--- config.mk ---
export PLATFORM = sky130hd
export DESIGN_NAME = interrupt_ack_eoi_ctrl
export DESIGN_NICKNAME = d
export VERILOG_FILES = /design/src/rtl/intc_pkg.sv /design/src/rtl/rotating_priority_encoder.sv /design/src/rtl/interrupt_ack_eoi_ctrl.sv
export SDC_FILE = /design/constraint.sdc
export NUM_CORES = 1
export LEC_CHECK = 0
export CAP_MARGIN = 20
export CORE_UTILIZATION = 47
export DETAILED_ROUTE_END_ITERATION = 10
export PLACE_DENSITY = 0.81
export SLEW_MARGIN = 30
export SYNTH_ARGS = -nofsm -noshare
export SYNTH_HDL_FRONTEND = slang
export SYNTH_SLANG_ARGS = --single-unit
--- constraint.sdc ---
create_clock -name clk -period 3.2 [get_ports clk]
set_clock_uncertainty 0.05 [all_clocks]
set_input_delay 0.64 -clock clk [delete_from_list [all_inputs] [get_ports clk]]
set_output_delay 0.64 -clock clk [all_outputs]
set_load 0.01 [all_outputs]
--- src/rtl/intc_pkg.sv ---
`default_nettype none
// ============================================================================
// Module      : intc_pkg
// Description : Shared types, OCW2 command codes and helpers for the 8259A
//               compatible interrupt controller.
// Revision    : 1.0 - initial release
// ============================================================================
package intc_pkg;

    localparam int         LEVELS                = 8;
    localparam int         LVL_W                 = 3;
    localparam logic [2:0] RESET_PRIORITY_ROTATE = 3'd7;

    typedef enum logic [1:0] {
        IDLE = 2'd0,
        ACK1 = 2'd1,
        GAP  = 2'd2,
        ACK2 = 2'd3
    } state_t;

    // OCW2 {R, SL, EOI}
    localparam logic [2:0] OCW2_ROT_AEOI_CLR = 3'b000;
    localparam logic [2:0] OCW2_NS_EOI       = 3'b001;
    localparam logic [2:0] OCW2_NOP          = 3'b010;
    localparam logic [2:0] OCW2_SP_EOI       = 3'b011;
    localparam logic [2:0] OCW2_ROT_AEOI_SET = 3'b100;
    localparam logic [2:0] OCW2_ROT_NS_EOI   = 3'b101;
    localparam logic [2:0] OCW2_SET_PRIO     = 3'b110;
    localparam logic [2:0] OCW2_ROT_SP_EOI   = 3'b111;

    // Lowest set bit index; a non-one-hot input resolves to its lowest bit.
    function automatic logic [2:0] encode(input logic [7:0] v);
        logic [2:0] r;
        r = 3'd0;
        for (int i = 7; i >= 0; i--) begin
            if (v[i]) r = 3'(i);
        end
        return r;
    endfunction

endpackage
`default_nettype wire

--- src/rtl/rotating_priority_encoder.sv ---
`default_nettype none
// ============================================================================
// Module      : rotating_priority_encoder
// Description : Finds the highest-priority set bit of a mask, searching from
//               priority_rotate+1 upward with wrap-around.
// Revision    : 1.0 - initial release
// ============================================================================
module rotating_priority_encoder
    import intc_pkg::*;
(
    input  logic [7:0] mask_i,
    input  logic [2:0] priority_rotate_i,
    output logic       valid_o,
    output logic [2:0] level_o,
    output logic [7:0] onehot_o
);

    // Scan farthest-first so the nearest candidate to rotate+1 overwrites.
    always_comb begin
        valid_o  = 1'b0;
        level_o  = 3'd0;
        for (int i = 7; i >= 0; i--) begin
            if (mask_i[priority_rotate_i + 3'(i + 1)]) begin
                valid_o = 1'b1;
                level_o = priority_rotate_i + 3'(i + 1);
            end
        end
        onehot_o = valid_o ? (8'b1 << level_o) : 8'b0;
    end

endmodule
`default_nettype wire

--- src/rtl/interrupt_ack_eoi_ctrl.sv ---
`default_nettype none
// ============================================================================
// Module      : interrupt_ack_eoi_ctrl
// Description : 8086-mode INTA sequencer, vector driver, ISR latch/EOI strobe
//               generator and OCW2 rotation-pointer owner.
// Revision    : 1.0 - initial release
// ============================================================================
module interrupt_ack_eoi_ctrl
    import intc_pkg::*;
#(
    parameter int NUM_LEVELS = 8,
    parameter int LEVEL_W    = 3
) (
    input  logic                  clk,
    input  logic                  reset_n,
    input  logic                  inta_n,
    input  logic [NUM_LEVELS-1:0] highest_request,
    input  logic [NUM_LEVELS-1:0] in_service_register,
    input  logic [4:0]            vector_base,
    input  logic                  auto_eoi,
    input  logic                  ocw2_write,
    input  logic [7:0]            ocw2_data,
    output logic                  int_out,
    output logic                  freeze,
    output logic                  latch_in_service,
    output logic [NUM_LEVELS-1:0] latched_request,
    output logic [NUM_LEVELS-1:0] end_of_interrupt,
    output logic [LEVEL_W-1:0]    priority_rotate,
    output logic [7:0]            vector_out,
    output logic                  vector_oe
);

    state_t                  state_q, state_d;
    logic                    inta_q;
    logic [LEVEL_W-1:0]      priority_rotate_q, priority_rotate_d;
    logic                    rotate_in_aeoi_q, rotate_in_aeoi_d;
    logic [LEVEL_W-1:0]      captured_level_q, captured_level_d;
    logic                    spurious_q, spurious_d;
    logic                    int_out_q, int_out_d;
    logic                    freeze_q, freeze_d;
    logic                    latch_q, latch_d;
    logic [NUM_LEVELS-1:0]   latched_request_q, latched_request_d;
    logic [NUM_LEVELS-1:0]   eoi_q, eoi_d;
    logic [7:0]              vector_out_q, vector_out_d;
    logic                    vector_oe_q, vector_oe_d;

    logic                    inta_fall, inta_rise;
    logic [2:0]              ocw2_cmd, ocw2_level;
    logic [NUM_LEVELS-1:0]   aeoi_mask, ocw2_mask;
    logic                    ns_valid;
    logic [LEVEL_W-1:0]      ns_level;
    logic [NUM_LEVELS-1:0]   ns_onehot;
    logic                    unused_ocw2;

    assign inta_fall   = inta_q & ~inta_n;
    assign inta_rise   = ~inta_q & inta_n;
    assign ocw2_cmd    = ocw2_data[7:5];
    assign ocw2_level  = ocw2_data[2:0];
    assign unused_ocw2 = ^ocw2_data[4:3];

    rotating_priority_encoder u_ns_eoi_search (
        .mask_i            (in_service_register),
        .priority_rotate_i (priority_rotate_q),
        .valid_o           (ns_valid),
        .level_o           (ns_level),
        .onehot_o          (ns_onehot)
    );

    always_comb begin
        state_d           = state_q;
        priority_rotate_d = priority_rotate_q;
        rotate_in_aeoi_d  = rotate_in_aeoi_q;
        captured_level_d  = captured_level_q;
        spurious_d        = spurious_q;
        int_out_d         = 1'b0;
        freeze_d          = freeze_q;
        latch_d           = 1'b0;
        latched_request_d = '0;
        vector_out_d      = vector_out_q;
        vector_oe_d       = vector_oe_q;
        aeoi_mask         = '0;
        ocw2_mask         = '0;

        case (state_q)
            IDLE: begin
                int_out_d = |highest_request;
                if (inta_fall) begin
                    state_d   = ACK1;
                    int_out_d = 1'b0;
                    freeze_d  = 1'b1;
                    if (|highest_request) begin
                        latch_d           = 1'b1;
                        latched_request_d = highest_request;
                        captured_level_d  = encode(highest_request);
                        spurious_d        = 1'b0;
                    end else begin
                        captured_level_d  = 3'd7;
                        spurious_d        = 1'b1;
                    end
                end
            end
            ACK1: begin
                if (inta_rise) state_d = GAP;
            end
            GAP: begin
                if (inta_fall) begin
                    state_d      = ACK2;
                    vector_oe_d  = 1'b1;
                    vector_out_d = {vector_base, captured_level_q};
                end
            end
            ACK2: begin
                if (inta_rise) begin
                    state_d      = IDLE;
                    vector_oe_d  = 1'b0;
                    vector_out_d = 8'h00;
                    freeze_d     = 1'b0;
                    if (auto_eoi && !spurious_q) begin
                        aeoi_mask = 8'b1 << captured_level_q;
                        if (rotate_in_aeoi_q) priority_rotate_d = captured_level_q;
                    end
                end
            end
            default: state_d = IDLE;
        endcase

        // Evaluated after the AEOI path so an OCW2 rotation takes precedence.
        if (ocw2_write) begin
            case (ocw2_cmd)
                OCW2_NS_EOI: ocw2_mask = ns_onehot;
                OCW2_SP_EOI: ocw2_mask = 8'b1 << ocw2_level;
                OCW2_ROT_NS_EOI: begin
                    ocw2_mask = ns_onehot;
                    if (ns_valid) priority_rotate_d = ns_level;
                end
                OCW2_ROT_SP_EOI: begin
                    ocw2_mask         = 8'b1 << ocw2_level;
                    priority_rotate_d = ocw2_level;
                end
                OCW2_SET_PRIO:     priority_rotate_d = ocw2_level;
                OCW2_ROT_AEOI_SET: rotate_in_aeoi_d  = 1'b1;
                OCW2_ROT_AEOI_CLR: rotate_in_aeoi_d  = 1'b0;
                default: ;
            endcase
        end

        eoi_d = aeoi_mask | ocw2_mask;
    end

    always_ff @(posedge clk or negedge reset_n) begin
        if (!reset_n) begin
            state_q           <= IDLE;
            inta_q            <= 1'b1;
            priority_rotate_q <= RESET_PRIORITY_ROTATE;
            rotate_in_aeoi_q  <= 1'b0;
            captured_level_q  <= '0;
            spurious_q        <= 1'b0;
            int_out_q         <= 1'b0;
            freeze_q          <= 1'b0;
            latch_q           <= 1'b0;
            latched_request_q <= '0;
            eoi_q             <= '0;
            vector_out_q      <= 8'h00;
            vector_oe_q       <= 1'b0;
        end else begin
            state_q           <= state_d;
            inta_q            <= inta_n;
            priority_rotate_q <= priority_rotate_d;
            rotate_in_aeoi_q  <= rotate_in_aeoi_d;
            captured_level_q  <= captured_level_d;
            spurious_q        <= spurious_d;
            int_out_q         <= int_out_d;
            freeze_q          <= freeze_d;
            latch_q           <= latch_d;
            latched_request_q <= latched_request_d;
            eoi_q             <= eoi_d;
            vector_out_q      <= vector_out_d;
            vector_oe_q       <= vector_oe_d;
        end
    end

    assign int_out          = int_out_q;
    assign freeze           = freeze_q;
    assign latch_in_service = latch_q;
    assign latched_request  = latched_request_q;
    assign end_of_interrupt = eoi_q;
    assign priority_rotate  = priority_rotate_q;
    assign vector_out       = vector_out_q;
    assign vector_oe        = vector_oe_q;

endmodule
`default_nettype wire

== Word level (Yosys, flattened, before mapping) ==
Index checks and enable logic that the tools add are counted.
Storage, ports and cells
  word-level logic and storage cells: 141
  bits in registers: 39
Operators by class
  equal/unequal tests: 13
  reduce and logical (&&, ||, !) cells: 16
  shift operators: 3
  add/subtract/negate cells: 7
  bitwise logic cells: 5
  $lt $le $gt $ge: 8
  muxes and demuxes: 76
Operator list (number)
  2-to-1 mux 8 bit: 10
  2-to-1 mux 3 bit: 23
  < comparator 3 x 4 -> 1 bit, second input constant: 8
  case mux 8 bit (2 select lines): 2
  binary-select mux 1 bit (select 3 bit): 8
  2-to-1 mux 1 bit: 24
  << shifter 1 x 3 -> 8 bit, first input constant: 3
  adder 3 bit, second input constant: 4
  == test 3 bit, second input constant: 4
  2-to-1 mux 2 bit: 4
  inequality test 2 bit, second input constant: 4
  bitwise OR 8 bit: 1
  case mux 2 bit (4 select lines): 1
  OR reduction 8 bit: 1
  adder 3 x 2 -> 3 bit, second input constant: 2
  case mux 1 bit (2 select lines): 3
  case mux 3 bit (2 select lines): 1
  AND reduction 3 bit: 2
  nonzero test 2 bit: 3
  OR reduction 2 bit: 3
  == test 2 bit, second input constant: 2
  AND reduction 2 bit: 2
  AND reduction 4 bit: 1
  adder 3 x 1 -> 3 bit, second input constant: 1
  9 further kinds: 11

== Logic depth before layout (Yosys ltp) ==
Gate-level depths: netlist (run 1).
  depth after elaboration: 15
  gate-level depth with buffers: 13
  gate-level depth less buffers: 9

== Cells and area by module ==
A second synthesis (run 1) with hierarchy kept.
Second synthesis, totals
  cells, all modules: 303
  area, all modules: 2942.8 µm²
Modules (own cells, without submodules)
  interrupt_ack_eoi_ctrl: instances 1, cells an instance 202, area each 2000.7 µm²
  rotating_priority_encoder: instances 1, cells an instance 101, area each 942.2 µm²

== Worst setup path after synthesis (run 1) ==
No wires, ideal clock.
  kind: register to register
  start: register priority_rotate_q[0], in the netlist priority_rotate[0]
  end: register priority_rotate_q[0], in the netlist priority_rotate[0]
  slack: -0.289 ns
  stages on the path, launching flop included: 14
  path buffers: 4
  data arrival time: 3.362 ns
  cell sequence: dfstp_2 buf_6 buf_6 buf_2 inv_1 ha_1 clkbuf_1 mux4_1 mux2_2 o22a_1 a2111oi_4 o22ai_2 a31o_1 a31oi_1
On the way
  cells in the longest elaborated chain, start to end: 13
RTL lines
  from (decl): line interrupt_ack_eoi_ctrl.sv:35  | logic [LEVEL_W-1:0] priority_rotate_q, priority_rotate_d;
  from (signal assigned): line interrupt_ack_eoi_ctrl.sv:168  | priority_rotate_q <= priority_rotate_d;
  adder 3 bit / binary-select mux 1 bit (select 3 bit) (equally long branches): line rotating_priority_encoder.sv:23, rotating_priority_encoder.sv:25
  binary-select mux 1 bit (select 3 bit) / 2-to-1 mux 1 bit (equally long branches): line rotating_priority_encoder.sv:23  | if (mask_i[priority_rotate_i + 3'(i + 1)]) begin
  2-to-1 mux 1 bit (implied by the code) / 2-to-1 mux 3 bit (equally long branches): line rotating_priority_encoder.sv:23
  2-to-1 mux 3 bit / 2-to-1 mux 1 bit (equally long branches) (7 in a row): line rotating_priority_encoder.sv:23
  2-to-1 mux 3 bit: line interrupt_ack_eoi_ctrl.sv:134  | if (ns_valid) priority_rotate_d = ns_level;
  case mux 3 bit (2 select lines): line interrupt_ack_eoi_ctrl.sv:129  | case (ocw2_cmd)
  2-to-1 mux 3 bit (*): line interrupt_ack_eoi_ctrl.sv:128  | if (ocw2_write) begin
  named net priority_rotate_d[0]: line interrupt_ack_eoi_ctrl.sv:35
The timed path passes the listed nets; every way through them passes the cells marked *. The select of a mux whose other input is x is not followed.
A chain may end at the register's enable or synchronous reset.

== Final worst setup path (run 1) ==
  start: register priority_rotate_q[0], in the netlist priority_rotate[0]
  end: register eoi_q[3], in the netlist end_of_interrupt[3]
On the way
  cells in the longest elaborated chain, start to end: 15
RTL lines
  adder 3 bit / binary-select mux 1 bit (select 3 bit) (equally long branches): line rotating_priority_encoder.sv:23, rotating_priority_encoder.sv:25
  binary-select mux 1 bit (select 3 bit) / 2-to-1 mux 1 bit (equally long branches): line rotating_priority_encoder.sv:23
  2-to-1 mux 1 bit (implied by the code) / 2-to-1 mux 3 bit (equally long branches): line rotating_priority_encoder.sv:23
  2-to-1 mux 3 bit (7 in a row): line rotating_priority_encoder.sv:23
  << shifter 1 x 3 -> 8 bit: line rotating_priority_encoder.sv:28  | onehot_o = valid_o ? (8'b1 << level_o) : 8'b0;
  2-to-1 mux 8 bit (*): line rotating_priority_encoder.sv:28
  case mux 8 bit (2 select lines) (*): line interrupt_ack_eoi_ctrl.sv:129
  2-to-1 mux 8 bit (*): line interrupt_ack_eoi_ctrl.sv:128
  bitwise OR 8 bit (*): line interrupt_ack_eoi_ctrl.sv:147  | eoi_d = aeoi_mask | ocw2_mask;
  named net eoi_d[3]: line interrupt_ack_eoi_ctrl.sv:43  | logic [NUM_LEVELS-1:0] eoi_q, eoi_d;
  to (signal assigned): line interrupt_ack_eoi_ctrl.sv:176  | eoi_q <= eoi_d;
  to (decl): line interrupt_ack_eoi_ctrl.sv:43
Marked as above.

==> flow_metrics.env, run 1 <==
export IMPL_clockPowerShare=0.125
export IMPL_cts_num_sinks=39
export IMPL_crit_fanout=12
export IMPL_drc_errors=0
export IMPL_gp_congestion=0.850
export IMPL_min_period_ns=3.03
export IMPL_ys_flop_type="dfrtp_1"
export IMPL_cts_reportedPaths_clkPinSlew_ns=0.08
export IMPL_ant_nets=0
export IMPL_drt_iter0_drc=154
export IMPL_ios=65
export IMPL_stdcell_area_um2=3910
export IMPL_die_w_um=81.8
export IMPL_slowest_delay_ns=0.74
export IMPL_grt_max_degree=40
export IMPL_synth_seq_cells=39
export IMPL_synth_area_um2=3000
export IMPL_p_leak_nw=1.65
export IMPL_worstPathArrival_ns=3.16
export IMPL_netlist_instances=323
export IMPL_wirelength_um=7700
export IMPL_hp_class="in -> async"
export IMPL_cp_start_kind="flop"
export IMPL_initial_core_util=0.497
export IMPL_postCtsSetupBuffers=0
export IMPL_cts_buffers=5
export IMPL_p_int_w=0.00149
export IMPL_wl_per_cell_um=16.2
export IMPL_yosysSeqAreaShare=0.327
export IMPL_track_usage=0.243
export IMPL_utilization=0.649
export IMPL_dr_total_vias=2897
export IMPL_switchingPower_w=0.00104
export IMPL_antenna_found_initial=0
export IMPL_synthArstFlopShare=1.00
export IMPL_fmax_mhz=330
export IMPL_vdd_drop_max_v=0.000397
export IMPL_core_area_um2=6030
export IMPL_drive_gt1_frac=0.172
export IMPL_nets=440
export IMPL_slew_violations=0
export IMPL_chipHeight_um=81.8
export IMPL_synthToLayoutAreaGrowth_pct=30.5
export IMPL_cp_cell_sequence="ha_1, xor2_1, mux4_2, a21oi_1, a31oi_1, o22ai_2, nor2_1, a21o_1"
export IMPL_num_rows=28
export IMPL_grt_pass1_vias=2705
export IMPL_period_share=0.947
export IMPL_switching_share=0.412
export IMPL_n_antenna_cell=0
export IMPL_n_fill_cell=497
export IMPL_cts_repair_resized=0
export IMPL_criticalPathCategory="reg -> reg"
export IMPL_p_per_area_nw_per_um2=649
export IMPL_hpwl_um=5810
export IMPL_firstDrtPassIters=5
export IMPL_final_hold_viol_count=0
export IMPL_root_buffer="clkbuf_8"
export IMPL_seqPwrFrac=0.295
export IMPL_cts_buffer_depth=2
export IMPL_combPwrFrac=0.580
export IMPL_crit_path_end_kind="flop"
export IMPL_status="completed"
export IMPL_ys_warn_count=0
export IMPL_whs_ns=0.260
export IMPL_clkLatencyLatePin_ns=0.29
export IMPL_synth_enable_flop_cells=0
export IMPL_syn_avg_cell_area_um2=9.27
export IMPL_synth_net_count=363
export IMPL_timing_max_cap_violations=0
export IMPL_yosysUniqueCellTypes=60
export IMPL_relSlewSlack=0.683
export IMPL_worst_pin_slew_ns=0.462
export IMPL_grt_pass1_wl_um=12600
export IMPL_htreeDepth=2
export IMPL_rsz0062_at_grt="no"
export IMPL_cts_tree="done"
export IMPL_grt_ovfl_total=0
export IMPL_placed_area_um2=3830
export IMPL_cts_hold_buf=0
export IMPL_critPathRequiredTime_ns=3.32
export IMPL_final_common_cell="clkdlybuf4s50_1"
export IMPL_mostFrequentLayoutCells="61 x clkdlybuf4s50_1, 35 x dfrtp_1, 31 x nor2_1"
export IMPL_setup_viol=0
export IMPL_dieArea_um2=6700
export IMPL_r2r_cells=8
export IMPL_slowest_stage="dfstp_2"
export IMPL_via_per_inst=6.09
export IMPL_portBuffers=62
[layer usage]
| layer | part of all wire | GRT usage |
|---|---|---|
| met1 | 0.42 | 0.309 |
| met2 | 0.49 | 0.417 |
| met3 | 0.063 | 0.0511 |
| met4 | 0.020 | 0.0649 |
| met5 | 0 | 0 |
[worst max-delay path, delay by kind of cell, from the launching register on]
kind / cells / cell delay [ns]
AO/OA/AOI/OAI: 4 / 0.78
XOR/XNOR: 1 / 0.36
AND/OR/NAND/NOR: 1 / 0.11
flip-flops: 1 / 0.74
adder cells (fa/ha/maj): 1 / 0.24
multiplexers: 1 / 0.65
[per-stage QoR]
| step | setup WS (ns) | total power [W] | setup TNS [ns] | cells |
|---|---|---|---|---|
| 3_5_place_dp | -0.00437 | 0.00221 | -0.0101 | 468 |
| 5_1_grt | 0.0176 | 0.00271 | 0 | 476 |
| 4_1_cts | 0.192 | 0.00253 | 0 | 476 |
| 6_report | 0.169 | 0.00254 | 0 | 476 |
| 2_1_floorplan | -0.0174 | 0.00173 | -0.0174 | 323 |
| 3_3_place_gp | 0.0380 | 0.00215 | 0 | 468 |
[Yosys cell counts, types with 5 or more instances]
cell type	count	area (um^2)
a21oi_1	21	105
a31oi_1	5	31.3
and3_1	8	50.1
clkbuf_1	13	48.8
dfrtp_1	35	876
ha_1	6	75.1
inv_1	10	37.5
mux2_2	9	101
mux2i_1	15	150
mux4_2	9	203
nand2_1	25	93.8
nand2b_1	9	56.3
nand3_1	6	30.0
nor2_1	31	116
nor3_1	9	45.0
nor3b_1	5	37.5
o21ai_0	12	60.1
o21ai_1	6	30.0
o22ai_1	16	100
[final timing paths]
check,startpoint,to,slack (ns)
max,priority_rotate[0]$_DFF_PN1_,end_of_interrupt[3]$_DFF_PN0_,0.17
min,reset_n,vector_out[6]$_DFFE_PN0P_,0.26
max reg2reg,priority_rotate[0]$_DFF_PN1_,end_of_interrupt[3]$_DFF_PN0_,0.17
min reg2reg,spurious_q$_DFFE_PN0P_,spurious_q$_DFFE_PN0P_,0.46
max in group asynchronous,reset_n,priority_rotate[0]$_DFF_PN1_,2.48
min in group clk,spurious_q$_DFFE_PN0P_,spurious_q$_DFFE_PN0P_,0.46
[state kept, by name, summed over array words and instances, names as in the netlist]
name,flops
end_of_interrupt,8
latched_request,8
vector_out,8
captured_level_q,3
priority_rotate,3
state_q,2
freeze,1
int_out,1
inta_q,1
latch_in_service,1
rotate_in_aeoi_q,1
spurious_q,1
vector_oe,1
[layout make-up]
cell class,instances,area (um^2),area share
tap,75,93.8,0.0240
sequential,39,981,0.251
clock buffer,7,76.3,0.0195
timing repair buffer,89,821,0.210
clock inverter,1,5.00,0.00128
inverter,12,48.8,0.0125
multi-input combinational,253,1880,0.482
[kinds of logic after synthesis]
logic type      share of synthesized area
fa+ha+maj                          0.0251
buf+inv                            0.0476
xor+xnor                          0.00585
flops                               0.327
mux                                 0.190
compound gates                      0.207
simple gates                        0.197
[power by group through the flow]
stage	clock network (W)	registers (W)	logic, W
global route	0.000346	0.000766	0.00160
CTS	0.000328	0.000746	0.00146
detailed placement	0	0.000753	0.00146
finish	0.000318	0.000748	0.00147
global placement	0	0.000749	0.00140
floorplan	0	0.000734	0.000991
Note: power is estimated with default switching activity, not from simulation.
==> run 2: changes to the inputs <==
--- a/config.mk
+++ b/config.mk
@@ -8,7 +8,8 @@
 export CAP_MARGIN = 20
 export CORE_UTILIZATION = 47
 export DETAILED_ROUTE_END_ITERATION = 10
-export PLACE_DENSITY = 0.81
+export MAX_ROUTING_LAYER = met4
+export PLACE_DENSITY = 0.88
 export SLEW_MARGIN = 30
 export SYNTH_ARGS = -nofsm -noshare
 export SYNTH_HDL_FRONTEND = slang
==> flow_metrics.env, run 2 (synthesized netlist as in run 1, its figures left out) <==
export IMPL_final_common_cell="clkdlybuf4s50_1"
export IMPL_die_w_um=81.8
export IMPL_track_usage=0.249
export IMPL_rsz0062_at_grt="no"
export IMPL_switching_share=0.396
export IMPL_r2r_cells=9
export IMPL_period_share=0.935
export IMPL_mostFrequentLayoutCells="61 x clkdlybuf4s50_1, 35 x dfrtp_1, 31 x nor2_1"
export IMPL_worst_pin_slew_ns=0.838
export IMPL_cp_cell_sequence="buf_4, buf_4, mux2i_1, mux4_2, and2_1, and4b_1, a2111oi_1, o21ai_1, o211ai_1"
export IMPL_firstDrtPassIters=5
export IMPL_grt_max_degree=40
export IMPL_setup_viol=0
export IMPL_finalPower_w=0.00263
export IMPL_wl_met1_um=3150
export IMPL_wl_per_cell_um=15.9
export IMPL_cts_buffer_depth=2
export IMPL_fmax_mhz=334
export IMPL_root_buffer="clkbuf_8"
export IMPL_ant_nets=0
export IMPL_n_antenna_cell=0
export IMPL_met3WireLength_um=407
export IMPL_p_leak_nw=1.64
export IMPL_relSlewSlack=0.441
export IMPL_min_period_ns=2.99
export IMPL_wirelength_um=7470
export IMPL_htreeDepth=2
export IMPL_hp_class="in -> async"
export IMPL_initial_core_util=0.497
export IMPL_core_area_um2=6030
export IMPL_instances_no_fill=471
export IMPL_grt_pass1_vias=2719
export IMPL_cts_reportedPaths_clkPinSlew_ns=0.08
export IMPL_nets=435
export IMPL_clockPowerShare=0.161
export IMPL_crit_fanout=14
export IMPL_worst_path_most_repeated_cell="buf_4"
export IMPL_cts_buffers=5
export IMPL_num_rows=28
export IMPL_n_fill_cell=493
export IMPL_ios=65
export IMPL_switchingPower_w=0.00104
export IMPL_drive_gt1_frac=0.169
export IMPL_portBuffers=62
export IMPL_whs_ns=0.392
export IMPL_status="completed"
export IMPL_timing_max_cap_violations=0
export IMPL_vdd_drop_max_v=0.000476
export IMPL_criticalPathCategory="reg -> reg"
export IMPL_final_hold_viol_count=0
export IMPL_grt_pass1_wl_um=12400
export IMPL_clkLatencyLatePin_ns=0.30
export IMPL_crit_path_start="priority_rotate[0]$_DFF_PN1_"
export IMPL_r2r_end="priority_rotate[2]$_DFF_PN1_"
export IMPL_dieArea_um2=6700
export IMPL_postCtsSetupBuffers=0
export IMPL_slowest_delay_ns=0.72
export IMPL_hpwl_um=5720
export IMPL_drt_iter0_drc=134
export IMPL_cp_start_kind="flop"
export IMPL_grt_ovfl_total=0
export IMPL_dp_cells=463
export IMPL_crit_path_end_kind="flop"
export IMPL_via_per_inst=6.05
export IMPL_p_per_area_nw_per_um2=672
export IMPL_combPwrFrac=0.556
export IMPL_tns_ns=0
export IMPL_slew_violations=0
export IMPL_p_int_w=0.00159
export IMPL_dr_total_vias=2851
export IMPL_timing_rr_start="priority_rotate[0]$_DFF_PN1_"
export IMPL_drc_errors=0
export IMPL_rrSetupSlack_ns=0.21
export IMPL_critPathRequiredTime_ns=3.36
export IMPL_chipHeight_um=81.8
export IMPL_cts_tree="done"
export IMPL_worstPathArrival_ns=3.15
export IMPL_slowest_stage="dfstp_4"
export IMPL_met2WireLength_um=3790
export IMPL_antenna_found_initial=0
export IMPL_gp_congestion=0.917
export IMPL_seqPwrFrac=0.283
export IMPL_cts_num_sinks=39
export IMPL_top_layer="met4"
export IMPL_synthToLayoutAreaGrowth_pct=30.7
export IMPL_utilization=0.650
run 2: cell types whose count changed in the layout (fill, tap and decap cells not counted), sizes merged:
cell	previous run	this run
buf	28	23
bufinv	0	1
clkbuf	7	6
run 2: worst max-delay path by stage:
| stage | depth (start not counted) | end | slack [ns] |
|---|---|---|---|
| floorplan | 13 | priority_rotate[0]$_DFF_PN1_ | -0.02 |
| global placement | 8 | priority_rotate[0]$_DFF_PN1_ | 0.03 |
| detailed placement | 8 | priority_rotate[0]$_DFF_PN1_ | -0.02 |
| CTS | 9 | priority_rotate[2]$_DFF_PN1_ | 0.16 |
| global route | 9 | priority_rotate[2]$_DFF_PN1_ | 0.04 |
| finish | 9 | priority_rotate[2]$_DFF_PN1_ | 0.21 |
run 2: layout make-up:
cell class | count | area [um^2] | area share
clock buffer | 6 | 82.6 | 0.0211
clock inverter | 2 | 35.0 | 0.00895
inverter | 12 | 48.8 | 0.0125
multi-input combinational | 253 | 1890 | 0.483
sequential | 39 | 985 | 0.252
tap | 75 | 93.8 | 0.0240
timing repair buffer | 84 | 781 | 0.199
run 2: worst max-delay path, delay by kind of cell, from the launching register on:
family	cells	cell delay, ns
DFF	1	0.72
AOI/OAI and AO/OA	3	0.59
and+or+nand+nor	2	0.41
buffers and inverters	2	0.49
muxes	2	0.65
run 2: repair_timing:
item | CTS | global route
resized for setup | 0 | 3
hold buffers | 0 | 0
setup endpoints to repair | 0 | 5
run 2: power groups by stage:
stage | Combinational [W] | Sequential [W] | Clock (W)
after floorplan | 0.000991 | 0.000734 | 0
after global placement | 0.00140 | 0.000743 | 0
after detailed placement | 0.00144 | 0.000748 | 0
after CTS | 0.00145 | 0.000741 | 0.000434
after global routing | 0.00160 | 0.000762 | 0.000454
final | 0.00146 | 0.000744 | 0.000423
run 2: through the flow:
stage / area [um^2] / worst slack (ns)
after detailed placement: 3790 / -0.0178
after global routing: 3920 / 0.0369
final: 3920 / 0.207
after CTS: 3910 / 0.159
after global placement: 3790 / 0.0308
after floorplan: 3040 / -0.0174
run 2: routing by layer:
metal	up-vias	GRT usage
li1	1362	-
met1	1393	0.300
met2	85	0.412
met3	11	0.0522
met4	0	0.0842
met5	-	-
==> run 3: changes to the inputs <==
--- a/config.mk
+++ b/config.mk
@@ -6,6 +6,7 @@
 export NUM_CORES = 1
 export LEC_CHECK = 0
 export CAP_MARGIN = 20
+export CORE_ASPECT_RATIO = 0.9
 export CORE_UTILIZATION = 47
 export DETAILED_ROUTE_END_ITERATION = 10
 export MAX_ROUTING_LAYER = met4
==> flow_metrics.env, run 3 (synthesized netlist as in run 1, its figures left out) <==
export IMPL_status="completed"
export IMPL_cp_start_kind="flop"
export IMPL_combPwrFrac=0.558
export IMPL_dp_cells=473
export IMPL_critPathRequiredTime_ns=3.38
export IMPL_chipHeight_um=77.7
export IMPL_postCtsSetupBuffers=0
export IMPL_met2WireLength_um=3670
export IMPL_ios=65
export IMPL_track_usage=0.248
export IMPL_timing_max_cap_violations=0
export IMPL_r2r_cells=8
export IMPL_timing_rr_start="priority_rotate[0]$_DFF_PN1_"
export IMPL_gp_congestion=1.00
export IMPL_rsz0062_at_grt="no"
export IMPL_firstDrtPassIters=5
export IMPL_n_fill_cell=497
export IMPL_antenna_found_initial=0
export IMPL_cts_buffers=5
export IMPL_cts_hold_buf=0
export IMPL_crit_fanout=12
export IMPL_n_antenna_cell=0
export IMPL_vdd_drop_max_v=0.000434
export IMPL_initial_core_util=0.487
export IMPL_hp_class="in -> async"
export IMPL_utilization=0.636
export IMPL_stdcell_area_um2=3910
export IMPL_top_layer="met4"
export IMPL_clkLatencyLatePin_ns=0.30
export IMPL_r2r_end="priority_rotate[1]$_DFF_PN1_"
export IMPL_final_hold_viol_count=0
export IMPL_grt_max_degree=40
export IMPL_cp_depth=8
export IMPL_portBuffers=62
export IMPL_slew_violations=0
export IMPL_min_period_ns=3.03
export IMPL_slowest_delay_ns=0.74
export IMPL_setup_viol=0
export IMPL_cts_reportedPaths_clkPinSlew_ns=0.08
export IMPL_crit_path_end_kind="flop"
export IMPL_p_leak_nw=1.63
export IMPL_drt_iter0_drc=277
export IMPL_p_int_w=0.00157
export IMPL_via_per_inst=6.07
export IMPL_cts_tree="done"
export IMPL_switchingPower_w=0.00108
export IMPL_rrSetupSlack_ns=0.17
export IMPL_nets=433
export IMPL_cp_cell_sequence="buf_4, mux4_1, mux2i_1, and2_1, o221a_1, o211ai_2, o21a_1, o31a_1"
export IMPL_grt_ovfl_total=0
export IMPL_placed_area_um2=3790
export IMPL_drive_gt1_frac=0.162
export IMPL_mostFrequentLayoutCells="61 x clkdlybuf4s50_1, 35 x dfrtp_1, 31 x nor2_1"
export IMPL_final_common_cell="clkdlybuf4s50_1"
export IMPL_finalPower_w=0.00264
export IMPL_slowest_stage="dfstp_2"
export IMPL_worst_path_buf_inv=1
export IMPL_criticalPathCategory="reg -> reg"
export IMPL_drc_errors=0
export IMPL_fmax_mhz=330
export IMPL_worst_pin_slew_ns=0.577
export IMPL_cts_repair_resized=0
export IMPL_whs_ns=0.241
export IMPL_cts_buffer_depth=2
export IMPL_clockPowerShare=0.162
export IMPL_grt_pass1_wl_um=12800
export IMPL_seqPwrFrac=0.281
export IMPL_cts_num_sinks=39
export IMPL_wirelength_um=7720
export IMPL_cp_top_family="multiplexers"
export IMPL_wl_met1_um=3220
export IMPL_worstPathArrival_ns=3.21
export IMPL_core_area_um2=6150
export IMPL_root_buffer="clkbuf_8"
export IMPL_p_per_area_nw_per_um2=677
export IMPL_wl_per_cell_um=16.1
export IMPL_period_share=0.946
export IMPL_num_rows=27
export IMPL_met3WireLength_um=631
export IMPL_ant_nets=0
export IMPL_instances_no_fill=481
export IMPL_htreeDepth=2
export IMPL_grt_pass1_vias=2761
export IMPL_hpwl_um=5840
export IMPL_switching_share=0.407
export IMPL_die_w_um=86.2
export IMPL_dr_total_vias=2919
export IMPL_relSlewSlack=0.614
export IMPL_synthToLayoutAreaGrowth_pct=30.5
export IMPL_dieArea_um2=6700
-- run 3: stage by stage --
stage          setup WS, ns  TNS, ns
2_1_floorplan       -0.0174  -0.0174
3_3_place_gp        0.00413        0
3_5_place_dp         0.0152        0
4_1_cts               0.221        0
5_1_grt             0.00808        0
6_report              0.172        0
-- run 3: worst reg2reg max path, delay by kind of cell (launching register included) --
family | cells | cell delay [ns]
AO/OA/AOI/OAI | 4 | 0.81
buffers and inverters | 1 | 0.28
flip-flops | 1 | 0.74
multiplexers | 2 | 0.87
AND/OR/NAND/NOR | 1 | 0.22
-- run 3: per-layer routing --
layer,track usage,vias up
met5,-,-
met3,0.0660,26
met4,0.105,0
met1,0.302,1393
met2,0.390,144
li1,-,1356
-- run 3: power groups by stage --
stage	Sequential, W	Combinational [W]	Clock [W]
after floorplan	0.000734	0.000991	0
after global placement	0.000739	0.00139	0
after detailed placement	0.000746	0.00145	0
after CTS	0.000739	0.00145	0.000433
after global routing	0.000757	0.00160	0.000455
final	0.000742	0.00148	0.000428
-- run 3: worst max path at each step --
| stage | startpoint | end |
|---|---|---|
| after global routing | priority_rotate[0]$_DFF_PN1_ | end_of_interrupt[7]$_DFF_PN0_ |
| after floorplan | priority_rotate[0]$_DFF_PN1_ | priority_rotate[0]$_DFF_PN1_ |
| final | priority_rotate[0]$_DFF_PN1_ | priority_rotate[1]$_DFF_PN1_ |
| after CTS | priority_rotate[0]$_DFF_PN1_ | priority_rotate[0]$_DFF_PN1_ |
| after global placement | in_service_register[0] | priority_rotate[0]$_DFF_PN1_ |
| after detailed placement | in_service_register[0] | priority_rotate[0]$_DFF_PN1_ |
-- run 3: layout make-up --
type                    count  area (um^2)  area share
clock buffers               5         68.8      0.0176
well taps                  87          109      0.0279
repair buffers             82          768       0.197
inverters                  12         48.8      0.0125
clock inverters             3         47.5      0.0122
flip-flops and latches     39          981       0.251
multi-input cells         253         1880       0.482
